## src/rtl/ctrl_pkg.sv

```systemverilog
// ----------------------------------------------------------------------------
// ctrl_pkg
// Shared encodings and bundle widths for the pipelined core's control path.
//   - ResultSrc codes: which value a stage eventually writes back.
//   - Forward codes:   which source the EX operand muxes select.
//   - Control-bundle widths (register indices excluded) for the E, M and W
//     stage registers of control_pipeline.
// ----------------------------------------------------------------------------
package ctrl_pkg;

    // Write-back result source
    localparam logic [1:0] RES_ALU = 2'b00;
    localparam logic [1:0] RES_MEM = 2'b01;
    localparam logic [1:0] RES_PC4 = 2'b10;
    localparam logic [1:0] RES_IMM = 2'b11;

    // EX operand forwarding select
    localparam logic [1:0] FWD_RF  = 2'b00;
    localparam logic [1:0] FWD_WB  = 2'b01;
    localparam logic [1:0] FWD_MEM = 2'b10;

    // Control bits per stage, excluding register indices.
    // E: RegWrite, MemWrite, ResultSrc[2], Branch, Jump, Jalr, ALUSrc, ALUOp[2]
    localparam int CTRL_E_W = 10;
    // M: RegWrite, MemWrite, ResultSrc[2]
    localparam int CTRL_M_W = 4;
    // W: RegWrite, ResultSrc[2]
    localparam int CTRL_W_W = 3;

endpackage

```

## src/rtl/ctrl_stage_reg.sv

```systemverilog
// ----------------------------------------------------------------------------
// ctrl_stage_reg
// Generic pipeline stage register with synchronous clear and load enable.
// A clear (or reset) loads an all-zero bundle, i.e. a bubble.
// Ports:
//   clk   in  1  rising-edge clock
//   reset in  1  synchronous, active-high
//   en    in  1  load enable (hold when low)
//   clr   in  1  synchronous clear, wins over en
//   d     in  W  next-stage bundle
//   q     out W  registered bundle
// ----------------------------------------------------------------------------
module ctrl_stage_reg #(
    parameter int W = 8
) (
    input  logic         clk,
    input  logic         reset,
    input  logic         en,
    input  logic         clr,
    input  logic [W-1:0] d,
    output logic [W-1:0] q
);

    logic [W-1:0] data_d;
    logic [W-1:0] data_q;

    // Next bundle: clear inserts a bubble, otherwise load or hold
    always_comb begin
        data_d = data_q;
        if (clr) begin
            data_d = {W{1'b0}};
        end else if (en) begin
            data_d = d;
        end else begin
            data_d = data_q;
        end
    end

    // Stage storage with synchronous reset to a bubble
    always_ff @(posedge clk) begin
        if (reset) begin
            data_q <= {W{1'b0}};
        end else begin
            data_q <= data_d;
        end
    end

    assign q = data_q;

endmodule

```

## src/rtl/control_pipeline.sv

```systemverilog
// ----------------------------------------------------------------------------
// control_pipeline
// Consumer end of the main decoder's control word. Carries decoded controls
// ID->EX->MEM->WB, detects load-use and control hazards, drives stall/flush
// to fetch/decode and selects EX operand forwarding.
// Ports:
//   clk, reset                 rising-edge clock, synchronous active-high reset
//   *D                         decoder controls and register indices (ID)
//   ZeroE                      ALU zero flag (EX)
//   *E / *M / *W               stage copies of the controls, Rd per stage
//   PCSrcE                     taken branch or jump in EX
//   StallF, StallD, FlushD, FlushE   hazard controls
//   ForwardAE, ForwardBE       00 regfile, 01 WB result, 10 MEM ALU result
//   stall_cnt, flush_cnt       hazard counters, present only when the macro
//                              HAZARD_CNT_EN is defined
// ----------------------------------------------------------------------------
module control_pipeline
    import ctrl_pkg::*;
#(
    parameter int REG_ADDR_W = 5,
    parameter int CNT_W      = 32
) (
    input  logic                  clk,
    input  logic                  reset,
    input  logic                  RegWriteD,
    input  logic                  MemWriteD,
    input  logic                  BranchD,
    input  logic                  JumpD,
    input  logic                  JalrD,
    input  logic                  ALUSrcD,
    input  logic [1:0]            ResultSrcD,
    input  logic [1:0]            ALUOpD,
    input  logic [REG_ADDR_W-1:0] Rs1D,
    input  logic [REG_ADDR_W-1:0] Rs2D,
    input  logic [REG_ADDR_W-1:0] RdD,
    input  logic                  ZeroE,
    output logic                  RegWriteE,
    output logic                  MemWriteE,
    output logic [1:0]            ResultSrcE,
    output logic                  BranchE,
    output logic                  JumpE,
    output logic                  JalrE,
    output logic                  ALUSrcE,
    output logic [1:0]            ALUOpE,
    output logic                  RegWriteM,
    output logic                  MemWriteM,
    output logic [1:0]            ResultSrcM,
    output logic                  RegWriteW,
    output logic [1:0]            ResultSrcW,
    output logic [REG_ADDR_W-1:0] RdE,
    output logic [REG_ADDR_W-1:0] RdM,
    output logic [REG_ADDR_W-1:0] RdW,
    output logic                  PCSrcE,
    output logic                  StallF,
    output logic                  StallD,
    output logic                  FlushD,
    output logic                  FlushE,
    output logic [1:0]            ForwardAE,
    output logic [1:0]            ForwardBE
`ifdef HAZARD_CNT_EN
    ,
    output logic [CNT_W-1:0]      stall_cnt,
    output logic [CNT_W-1:0]      flush_cnt
`endif
);

    localparam int E_W = CTRL_E_W + 3 * REG_ADDR_W;
    localparam int M_W = CTRL_M_W + REG_ADDR_W;
    localparam int W_W = CTRL_W_W + REG_ADDR_W;

    logic [E_W-1:0]        e_in_s;
    logic [E_W-1:0]        e_out_s;
    logic [M_W-1:0]        m_in_s;
    logic [M_W-1:0]        m_out_s;
    logic [W_W-1:0]        w_in_s;
    logic [W_W-1:0]        w_out_s;
    logic [REG_ADDR_W-1:0] rs1_e_s;
    logic [REG_ADDR_W-1:0] rs2_e_s;
    logic                  lw_stall_s;
    logic                  pc_src_s;

    // Operand source select; MEM is the younger producer so it wins over WB.
    // x0 is hard-wired, so a write to it is never a forwarding source.
    function automatic logic [1:0] fwd_sel(
        input logic [REG_ADDR_W-1:0] rs,
        input logic                  rw_m,
        input logic [REG_ADDR_W-1:0] rd_m,
        input logic                  rw_w,
        input logic [REG_ADDR_W-1:0] rd_w
    );
        logic [1:0] sel;
        if (rs == {REG_ADDR_W{1'b0}}) begin
            sel = FWD_RF;
        end else if (rw_m && (rd_m == rs)) begin
            sel = FWD_MEM;
        end else if (rw_w && (rd_w == rs)) begin
            sel = FWD_WB;
        end else begin
            sel = FWD_RF;
        end
        return sel;
    endfunction

    // Stage bundles: pack next-stage inputs
    always_comb begin
        e_in_s = {RegWriteD, MemWriteD, ResultSrcD, BranchD, JumpD, JalrD,
                  ALUSrcD, ALUOpD, Rs1D, Rs2D, RdD};
        m_in_s = {RegWriteE, MemWriteE, ResultSrcE, RdE};
        w_in_s = {RegWriteM, ResultSrcM, RdM};
    end

    // E never stalls: while decode is held, the flush feeds it a bubble instead.
    ctrl_stage_reg #(.W(E_W)) u_stage_e (
        .clk   (clk),
        .reset (reset),
        .en    (1'b1),
        .clr   (FlushE),
        .d     (e_in_s),
        .q     (e_out_s)
    );

    ctrl_stage_reg #(.W(M_W)) u_stage_m (
        .clk   (clk),
        .reset (reset),
        .en    (1'b1),
        .clr   (1'b0),
        .d     (m_in_s),
        .q     (m_out_s)
    );

    ctrl_stage_reg #(.W(W_W)) u_stage_w (
        .clk   (clk),
        .reset (reset),
        .en    (1'b1),
        .clr   (1'b0),
        .d     (w_in_s),
        .q     (w_out_s)
    );

    assign {RegWriteE, MemWriteE, ResultSrcE, BranchE, JumpE, JalrE,
            ALUSrcE, ALUOpE, rs1_e_s, rs2_e_s, RdE} = e_out_s;
    assign {RegWriteM, MemWriteM, ResultSrcM, RdM}   = m_out_s;
    assign {RegWriteW, ResultSrcW, RdW}              = w_out_s;

    // Hazard detection: load in EX whose destination a decode source needs
    always_comb begin
        lw_stall_s = 1'b0;
        if ((ResultSrcE == RES_MEM) && (RdE != {REG_ADDR_W{1'b0}}) &&
            ((Rs1D == RdE) || (Rs2D == RdE))) begin
            lw_stall_s = 1'b1;
        end else begin
            lw_stall_s = 1'b0;
        end
    end

    // Redirect and hazard controls; a redirect kills the dependent anyway, so no stall then
    always_comb begin
        pc_src_s  = (BranchE & ZeroE) | JumpE;
        PCSrcE    = pc_src_s;
        StallF    = lw_stall_s & ~pc_src_s;
        StallD    = lw_stall_s & ~pc_src_s;
        FlushD    = pc_src_s;
        FlushE    = lw_stall_s | pc_src_s;
    end

    // EX operand forwarding
    always_comb begin
        ForwardAE = fwd_sel(rs1_e_s, RegWriteM, RdM, RegWriteW, RdW);
        ForwardBE = fwd_sel(rs2_e_s, RegWriteM, RdM, RegWriteW, RdW);
    end

`ifdef HAZARD_CNT_EN
    logic [CNT_W-1:0] stall_cnt_d;
    logic [CNT_W-1:0] stall_cnt_q;
    logic [CNT_W-1:0] flush_cnt_d;
    logic [CNT_W-1:0] flush_cnt_q;

    // Hazard counters: free-running, wrap naturally at 2^CNT_W
    always_comb begin
        stall_cnt_d = stall_cnt_q;
        flush_cnt_d = flush_cnt_q;
        if (StallD) begin
            stall_cnt_d = stall_cnt_q + {{(CNT_W-1){1'b0}}, 1'b1};
        end else begin
            stall_cnt_d = stall_cnt_q;
        end
        if (FlushE) begin
            flush_cnt_d = flush_cnt_q + {{(CNT_W-1){1'b0}}, 1'b1};
        end else begin
            flush_cnt_d = flush_cnt_q;
        end
    end

    // Counter storage
    always_ff @(posedge clk) begin
        if (reset) begin
            stall_cnt_q <= {CNT_W{1'b0}};
            flush_cnt_q <= {CNT_W{1'b0}};
        end else begin
            stall_cnt_q <= stall_cnt_d;
            flush_cnt_q <= flush_cnt_d;
        end
    end

    assign stall_cnt = stall_cnt_q;
    assign flush_cnt = flush_cnt_q;
`else
    // Counters disabled: CNT_W only sizes the optional ports
    if (CNT_W < 1) begin : g_cnt_w_unused
    end
`endif

endmodule

```

## config.mk

```make
export PLATFORM = sky130hd
export DESIGN_NAME = control_pipeline
export DESIGN_NICKNAME = d
export VERILOG_FILES = /design/src/rtl/ctrl_pkg.sv /design/src/rtl/ctrl_stage_reg.sv /design/src/rtl/control_pipeline.sv
export SDC_FILE = /design/constraint.sdc
export NUM_CORES = 1
export LEC_CHECK = 0
export BUFFER_PORTS_ARGS = -buffer_cell sky130_fd_sc_hd__buf_2
export CAP_MARGIN = 20
export CORE_ASPECT_RATIO = 0.8
export CORE_MARGIN = 2
export CORE_UTILIZATION = 44
export CTS_CLUSTER_DIAMETER = 100
export DETAILED_ROUTE_END_ITERATION = 7
export GPL_TIMING_DRIVEN = 0
export PLACE_DENSITY = 0.77
export SLEW_MARGIN = 0
export SYNTH_ARGS = -nofsm -noshare
export SYNTH_HDL_FRONTEND = slang
export SYNTH_SLANG_ARGS = --single-unit
```

## constraint.sdc

```tcl
create_clock -name clk -period 1.54 [get_ports clk]
set_clock_uncertainty 0.1 [all_clocks]
set_input_delay 0.077 -clock clk [delete_from_list [all_inputs] [get_ports clk]]
set_output_delay 0.077 -clock clk [all_outputs]
set_load 0.03 [all_outputs]
```

After elaboration in Yosys (flattened, before gate mapping). Index checks and enable logic that the tools add are counted.

Bits in registers: 42. Bits of input ports: 28. Output and inout port bits: 41. Logic and storage cells: 33.

Equal/unequal tests: 7. Multiplexer cells: 7. Bitwise logic cells: 5. Reductions and logical operators: 11.

Operators by type and width (count): $eq 5x5->1 (6); $logic_not 5->1 (2); $mux 2 (4); $logic_and 1x1->1 (6); $reduce_bool 5->1 (1); $mux 1 (3); $and 1x1->1 (2); $eq 2x1->1 const B (1); $or 1x1->1 (2); $reduce_or 2->1 (1); $logic_or 1x1->1 (1); $not 1->1 (1).

Longest topological paths before layout. Gate-level depths: netlist (run 1).

Depth after elaboration: 6. Depth in mapped cells: 5. Mapped depth without buffers: 4.

Cells and area by module. A second synthesis (run 1) with hierarchy kept.

Cells, all modules: 201. Area, all modules: 1986.9 um^2.

By module, submodules not included: ctrl_stage_reg (u_stage_e) (times used 1, cells an instance 82, area each 914.6 um^2); control_pipeline (times used 1, cells an instance 62, area each 447.9 um^2); ctrl_stage_reg (u_stage_m) (times used 1, cells an instance 30, area each 329.1 um^2); ctrl_stage_reg (u_stage_w) (times used 1, cells an instance 27, area each 295.3 um^2).

Least setup slack after synthesis (run 1). No wires, ideal clock.

Kind: register to output. Start: register u_stage_m.data_q[2], in the netlist u_stage_m.q[2]. End: output ForwardAE[0]. Arrival: 1886 ps. Data required time: 1363 ps. Setup slack: -523 ps. Cell stages (with the launch flop): 5. Path buffers: 0. Cells stage by stage: dfxtp_1 -> xor2_1 -> nor4_1 -> nand3_1 -> nor4b_1.

Cells in the longest elaborated chain, start to end: 4.

RTL lines: from (decl) (line ctrl_stage_reg.sv:25) `logic [W-1:0] data_q;`; from (signal assigned) (line ctrl_stage_reg.sv:42) `data_q <= {W{1'b0}};`; from (signal assigned) (line ctrl_stage_reg.sv:44) `data_q <= data_d;`; $eq 5x5->1 (line control_pipeline.sv:94) `end else if (rw_m && (rd_m == rs)) begin`; $logic_and 1x1->1 (line control_pipeline.sv:94); $mux 2 (line control_pipeline.sv:94); $mux 2 (line control_pipeline.sv:92) `if (rs == {REG_ADDR_W{1'b0}}) begin`; to (decl) (line control_pipeline.sv:58) `output logic [1:0] ForwardAE,`.

Every way passes these cells.

Worst setup path in the final report (run 1).
Start: register u_stage_e.data_q[2], in the netlist u_stage_e.q[2]. End: output StallF.

Cells in the longest elaborated chain, start to end: 5. Elaborated cells between the ends (all ways): 8.

RTL lines: from (decl) (line ctrl_stage_reg.sv:25); from (signal assigned) (line ctrl_stage_reg.sv:42); from (signal assigned) (line ctrl_stage_reg.sv:44); $eq 5x5->1 or $reduce_bool 5->1 (tied branches) (line control_pipeline.sv:149, control_pipeline.sv:148); $logic_or 1x1->1 or $logic_and 1x1->1 (tied branches) (line control_pipeline.sv:149, control_pipeline.sv:148); $logic_and 1x1->1 (*) (line control_pipeline.sv:148) `if ((ResultSrcE == RES_MEM) && (RdE != {REG_ADDR_W{1'b0}}) &&`; $mux 1 (*) (line control_pipeline.sv:148); $and 1x1->1 (*) (line control_pipeline.sv:160) `StallF = lw_stall_s & ~pc_src_s;`; to (decl) (line control_pipeline.sv:54) `output logic StallF,`.

Every way passes the cells marked *; elsewhere a longest branch is shown, timed or not.

==> reports/summary.txt, run 1 <==
Yosys top cell by area: dfxtp_1
Post-Synthesis Net Count: 216
sw frac: 29.8%
register area share after synthesis: 44.2%
WS Path Type: flop to primary output
Routability Congestion: 0.823
worst-case clock buffer depth: 2
critical path arrival: 1.83 ns
Clk pwr share: 32.0%
violated checks: negative setup slack
Area contributors post-synth: dfxtp_1 44%, xnor2_1 10%, nand3b_1 9.9%, a21oi_2 9.2%, nor2b_1 5.6%
Fin. Hold Viols: 0
relative max-transition margin: 67.8%
Synth Area per Inst: 10.1 um2
die width: 77.5 um
area of the mapped netlist: 1900 um2
number of global-route vias before repair: 1843
Tightest Pin Transition: 0.483 ns
fmax: 0.499 GHz
Logic pwr share: 24.8%
CTS root buffer: clkbuf_8
fraction of layout cells with a size suffix above 1: 52.3%
Finish-stage setup viols: 32
wire length of the first global-routing pass: 8410 um
crit path time final: 2.00 ns
Buffers on Ports: 68
post-layout utilization of the core: 73.8%
Net Sw Power: 0.000831 W
WL per Instance: 15.3 um
Primary FF master, synth: dfxtp_1
Cell variety after synth: 23
status: finished with violations
Async S/R FF share, synth: 0%
largest net degree at the start of global routing: 15
post-synthesis cell count: 188
Vias: 1779
initial antenna violation count: 0
Pins Over Slew Limit: 0
WP data required: 1.36 ns
DPL Wire Length: 3140 um
part of the power in registers: 43.3%
Total Wirelength: 5540 um
Die Area: 4870 um2
Yosys warning total: 0
all-layer global routing usage: 22.0%
total power: 0.00279 W
Cell Pwr Density: 904 nW/um2
DR pass1 iterations: 4
Yosys reg bits: 42
most frequent cell after synthesis: dfxtp_1
initial core utilization: 45.5%
Hold Path Class: primary input to flop
global route overflow: 0
post-synth top area share: 44.2%
core area: 4180 um2
pre-CTS WS: -0.283 ns
Pleak: 1.34 nW
commonest cells in the netlist: 42 x dfxtp_1, 25 x nand3b_1, 22 x xnor2_1
1st-iter DRT viols: 59
Critical Path Sink Type: primary output
H-tree levels: 2
DRC viols: 0
Ports: 69
Die Ht: 62.8 um
WHS: 0.0213 ns
Internal: 0.00196 W
FP Rows: 21
EDFF count, synth: 0
CTS tree: done
Critical Path Start Type: flop
final worst slack: -0.465 ns
CP max FO: 4
CTS sink cnt: 42
Final nets: 331
Clock Latency Late Sink: 0.30 ns
TritonCTS Buffers: 5
antenna diode count: 0
worst vdd rail ir drop: 681 uV
Layout area overhead: 62.2%
clock slew at reported path FFs: 0.09 ns
max capacitance violation total: 0
RSZ-0062 raised after global routing: yes
Final ANT Viol Nets: 0
fin crit share: 130%
routed vias/inst: 4.93
==> per-stage QoR <==
step | instance area (um2) | cells | setup TNS [ns]
6_report | 3080 | 361 | -7.51
3_5_place_dp | 2360 | 313 | -5.07
5_1_grt | 3080 | 361 | -9.03
4_1_cts | 2880 | 353 | -4.99
3_3_place_gp | 2360 | 313 | -4.97
2_1_floorplan | 1940 | 188 | -0.501
==> power by group through the flow <==
| stage | Combinational, W | Sequential, W | Clock, W |
|---|---|---|---|
| after floorplan | 0.000318 | 0.00126 | 0 |
| after global placement | 0.000489 | 0.00123 | 0 |
| after detailed placement | 0.000497 | 0.00123 | 0 |
| after CTS | 0.000606 | 0.00120 | 0.000892 |
| after global routing | 0.000736 | 0.00121 | 0.000949 |
| final | 0.000691 | 0.00121 | 0.000891 |
==> metal layers <==
| layer | GRT usage [%] | routed length (um) | vias up |
|---|---|---|---|
| li1 | - | - | 859 |
| met3 | 6.21 | 292 | 4 |
| met5 | 0 | 0 | - |
| met1 | 24.7 | 2340 | 851 |
| met4 | 7.37 | 36 | 0 |
| met2 | 40.0 | 2870 | 65 |
==> cell families (layout without fill, tap and decap cells) <==
family	after synthesis	after routing	synth area share (%)
xor gates and xnor gates	30	30	13.8
AOI/OAI and AO/OA	28	29	11.8
and+or+nand+nor	66	66	22.7
DFF	42	42	44.2
buffers and inverters	22	137	7.43
==> state kept, by name (all words and copies together) (netlist names) <==
register / count
u_stage_m.q: 9
u_stage_w.q: 8
u_stage_e.q: 25
==> cell usage in the layout (no fill, tap or decap), drive strengths merged <==
master | synthesis | final
nor2b | 17 | 17
clkinv | 0 | 1
and3 | 1 | 1
o22ai | 1 | 1
dlygate4sd3 | 0 | 25
dfxtp | 42 | 42
buf | 15 | 95
xor2 | 8 | 8
nor2 | 5 | 5
nand3 | 4 | 4
a21oi | 26 | 27
nor3b | 1 | 1
nor4 | 2 | 2
nand4 | 2 | 2
xnor2 | 22 | 22
a21o | 1 | 1
nand2 | 4 | 4
bufinv | 0 | 1
inv | 1 | 2
clkbuf | 6 | 13
or4 | 3 | 3
nand3b | 25 | 25
nor4b | 2 | 2
==> final cells by class <==
type                       instances  area (um2)
fill                             287        1090
multi-input combinational        125        1090
sequential                        42         867
timing repair buffer             107         774
buffer                            21         168
tap                               57        71.3
clock buffer                       5        68.8
clock inverter                     3        43.8
inverter                           1        3.75
==> worst max-delay path, stage by stage, from the launching register on <==
cell and delay (ns):
dfxtp_4 0.36, or4_4 0.55, nor2_4 0.12, nor3b_4 0.07, and3_4 0.19, buf_6 0.11
buf_6 0.12
==> repair_timing <==
item / CTS / global route
cloned: 0 / 3
pin swaps: 13 / 30
setup buffers: 7 / 5
setup endpoints to repair: 30 / 33
hold buffers: 25 / 0
hold endpoints to repair: 24 / 0
resized for setup: 34 / 25
==> final timing paths <==
| path | start | end | slack (ns) | depth (start not counted) |
|---|---|---|---|---|
| worst min-delay path | Rs1D[4] | u_stage_e.q[14]$_SDFF_PP0_ | 0.02 | 3 |
| worst max register to register | u_stage_e.q[2]$_SDFF_PP0_ | u_stage_e.q[12]$_SDFF_PP0_ | -0.28 | 7 |
| worst max-delay path | u_stage_e.q[2]$_SDFF_PP0_ | StallF | -0.46 | 6 |
| worst min register to register | u_stage_m.q[6]$_SDFF_PP0_ | u_stage_w.q[6]$_SDFF_PP0_ | 0.37 | 1 |
Note: power is estimated with default switching activity, not from simulation.
==> run 2: changes to the inputs <==
--- a/config.mk
+++ b/config.mk
@@ -14,6 +14,7 @@
 export DETAILED_ROUTE_END_ITERATION = 7
 export GPL_TIMING_DRIVEN = 0
 export PLACE_DENSITY = 0.77
+export SETUP_SLACK_MARGIN = 0.4
 export SLEW_MARGIN = 0
 export SYNTH_ARGS = -nofsm -noshare
 export SYNTH_HDL_FRONTEND = slang
==> run 2 against run 1 <==
Against the previous run:
- the run still ends with negative setup slack left
- cell count up 1.7%
- sequential share of layout area down 0.42 points
- core utilization up 4.4 points
- die area unchanged
- combinational power up 12%
- register-to-register slack about the same
- first-iteration DRC count down 27%
- via count up 3.5%
- routed wire length up 10%
- critical endpoint unchanged
==> reports/summary.txt, run 2 (synthesis gave the netlist of run 1 again) <==
status: finished with violations (unchanged)
violated checks: negative setup slack (unchanged)
Pleak: 1.40 nW (was 1.34 nW)
Critical Path Sink Type: primary output (unchanged)
1st-iter DRT viols: 43 (was 59)
Max Used Layer: met4 (unchanged)
Layout area overhead: 71.8% (was 62.2%)
crit path max-delay cell type: or4_4 (unchanged)
Cell Pwr Density: 826 nW/um2 (was 904 nW/um2)
Fin. Hold Viols: 0 (unchanged)
pre-CTS WS: -0.306 ns (was -0.283 ns)
wire length of the first global-routing pass: 8280 um (was 8410 um)
WP buf/inv: 2 (unchanged)
global route overflow: 0 (unchanged)
CP most frequent cell: buf_6 (unchanged)
Ports: 69 (unchanged)
final worst slack: -0.436 ns (was -0.465 ns)
fin crit share: 128% (was 130%)
Buffers on Ports: 68 (unchanged)
most common cell after layout, fill and taps aside: buf_2 (unchanged)
RSZ-0062 raised after global routing: yes (unchanged)
die width: 77.5 um (unchanged)
DR pass1 iterations: 4 (unchanged)
worst vdd rail ir drop: 482 uV (was 681 uV)
crit path cell chain: or4_4, nor2_4, nor3b_4, and3_4, buf_6, buf_6 (unchanged)
layout filler cell count: 241 (was 287)
CTS root buffer: clkbuf_8 (unchanged)
Pins Over Slew Limit: 0 (unchanged)
Final ANT Viol Nets: 0 (unchanged)
DRC viols: 0 (unchanged)
Total Wirelength: 6100 um (was 5540 um)
WL per Instance: 16.6 um (was 15.3 um)
FF+latch area: 905 um2 (was 867 um2)
CP max stage delay: 0.55 ns (about the same)
core area: 4180 um2 (unchanged)
worst-case clock buffer depth: 2 (unchanged)
CTS sink cnt: 42 (unchanged)
most frequent cells in the layout: 53 x buf_2, 26 x dlygate4sd3_1, 25 x nand3b_1 (was 61 x buf_2, 31 x dfxtp_1, 25 x nand3b_1, 25 x dlygate4sd3_1)
Vias: 1842 (was 1779)
TritonCTS Buffers: 5 (unchanged)
FP Rows: 21 (unchanged)
metal2 WL: 3180 um (was 2870 um)
WS Path Type: flop to primary output (unchanged)
Critical Path Start Type: flop (unchanged)
Routability Congestion: 0.816 (was 0.823)
Die Area: 4870 um2 (unchanged)
Final nets: 337 (was 331)
Die Ht: 62.8 um (unchanged)
critical path arrival: 1.80 ns (was 1.83 ns)
number of global-route vias before repair: 1717 (was 1843)
CP max FO: 3 (was 4)
CTS tree: done (unchanged)
max capacitance violation total: 0 (unchanged)
crit path time final: 1.98 ns (was 2.00 ns)
initial antenna violation count: 0 (unchanged)
max FFs per register: 25 (unchanged)
Tightest Pin Transition: 0.561 ns (was 0.483 ns)
DPL Wire Length: 3240 um (was 3140 um)
WL met1: 2440 um (was 2340 um)
relative max-transition margin: 62.6% (was 67.8%)
setup TNS: -8.08 ns (was -7.51 ns)
H-tree levels: 2 (unchanged)
Clock Latency Late Sink: 0.30 ns (about the same)
antenna diode count: 0 (unchanged)
Hold Path Class: primary input to flop (unchanged)
met3 WL: 302 um (was 292 um)
fraction of layout cells with a size suffix above 1: 58.7% (was 52.3%)
fmax: 0.506 GHz (was 0.499 GHz)
all-layer global routing usage: 21.8% (was 22.0%)
largest net degree at the start of global routing: 15 (unchanged)
clock slew at reported path FFs: 0.09 ns (about the same)
CP delay by family, top: simple AND/OR/NAND/NOR gates (unchanged)
routed vias/inst: 5.02 (was 4.93)
Multi-input gate area: 1110 um2 (was 1090 um2)
initial core utilization: 45.5% (unchanged)
WP data required: 1.36 ns (about the same)
total power: 0.00270 W (was 0.00279 W)
Finish-stage setup viols: 32 (unchanged)
run 2: cell count changes in the layout (fill, tap and decap cells not counted), sizes merged:
cell | previous run | this run
buf | 95 | 101
inv | 2 | 1
clkinv | 1 | 2
clkinvlp | 0 | 1
bufinv | 1 | 0
dlygate4sd3 | 25 | 26
a21oi | 27 | 26
run 2: where the power goes:
| part | switching, W | internal [W] | leakage [nW] |
|---|---|---|---|
| Clock | 0.000407 | 0.000319 | 0.0441 |
| Sequential | 0.0000599 | 0.00113 | 0.359 |
| Combinational | 0.000395 | 0.000382 | 1.00 |
| Total | 0.000862 | 0.00184 | 1.40 |
run 2: worst paths after layout:
check | startpoint | endpoint | slack, ns | depth (start not counted)
max | u_stage_e.q[2]$_SDFF_PP0_ | StallF | -0.44 | 6
min | ZeroE | u_stage_e.q[0]$_SDFF_PP0_ | 0.18 | 5
max reg2reg | u_stage_e.q[4]$_SDFF_PP0_ | u_stage_e.q[15]$_SDFF_PP0_ | -0.28 | 8
min reg2reg | u_stage_m.q[6]$_SDFF_PP0_ | u_stage_w.q[6]$_SDFF_PP0_ | 0.36 | 1
run 2: per-layer routing:
| metal | track usage (%) | up-vias |
|---|---|---|
| li1 | - | 867 |
| met1 | 26.2 | 881 |
| met5 | 0 | - |
| met3 | 4.91 | 15 |
| met4 | 6.25 | 0 |
| met2 | 38.8 | 79 |
run 2: layout make-up:
class / instances / share of cell area (%)
inverters: 1 / 0.191
flip-flops and latches: 42 / 27.7
plain buffers: 21 / 5.74
well taps: 57 / 2.18
clock buffers: 5 / 2.11
clock inverters: 3 / 0.651
repair buffers: 114 / 27.4
multi-input cells: 124 / 34.0
run 2: what timing repair did:
action                                  4_1_cts  5_1_grt
endpoints found under the setup margin       40       39
cloned                                        0        2
gates resized for setup                      51       35
hold endpoints to repair                     25        0
setup buffers                                11        7
hold buffers                                 26        0
pin swaps                                     9       16
run 2: worst min-delay path: stages:
cell and delay, ns:
buf_2 0.11, a21oi_4 0.07, buf_4 0.14, nand3b_1 0.10
a21oi_2 0.04
run 2: metrics by stage:
step                      cells  cell area (um2)  utilization (%)  hold slack, ns
after floorplan             188             2020                -           0.111
after global placement      313             2430             58.1           0.219
after detailed placement    313             2430             58.1           0.229
after CTS                   358             3010             72.1         0.00806
after global routing        367             3270             78.2           0.179
final                       367             3270             78.2           0.176
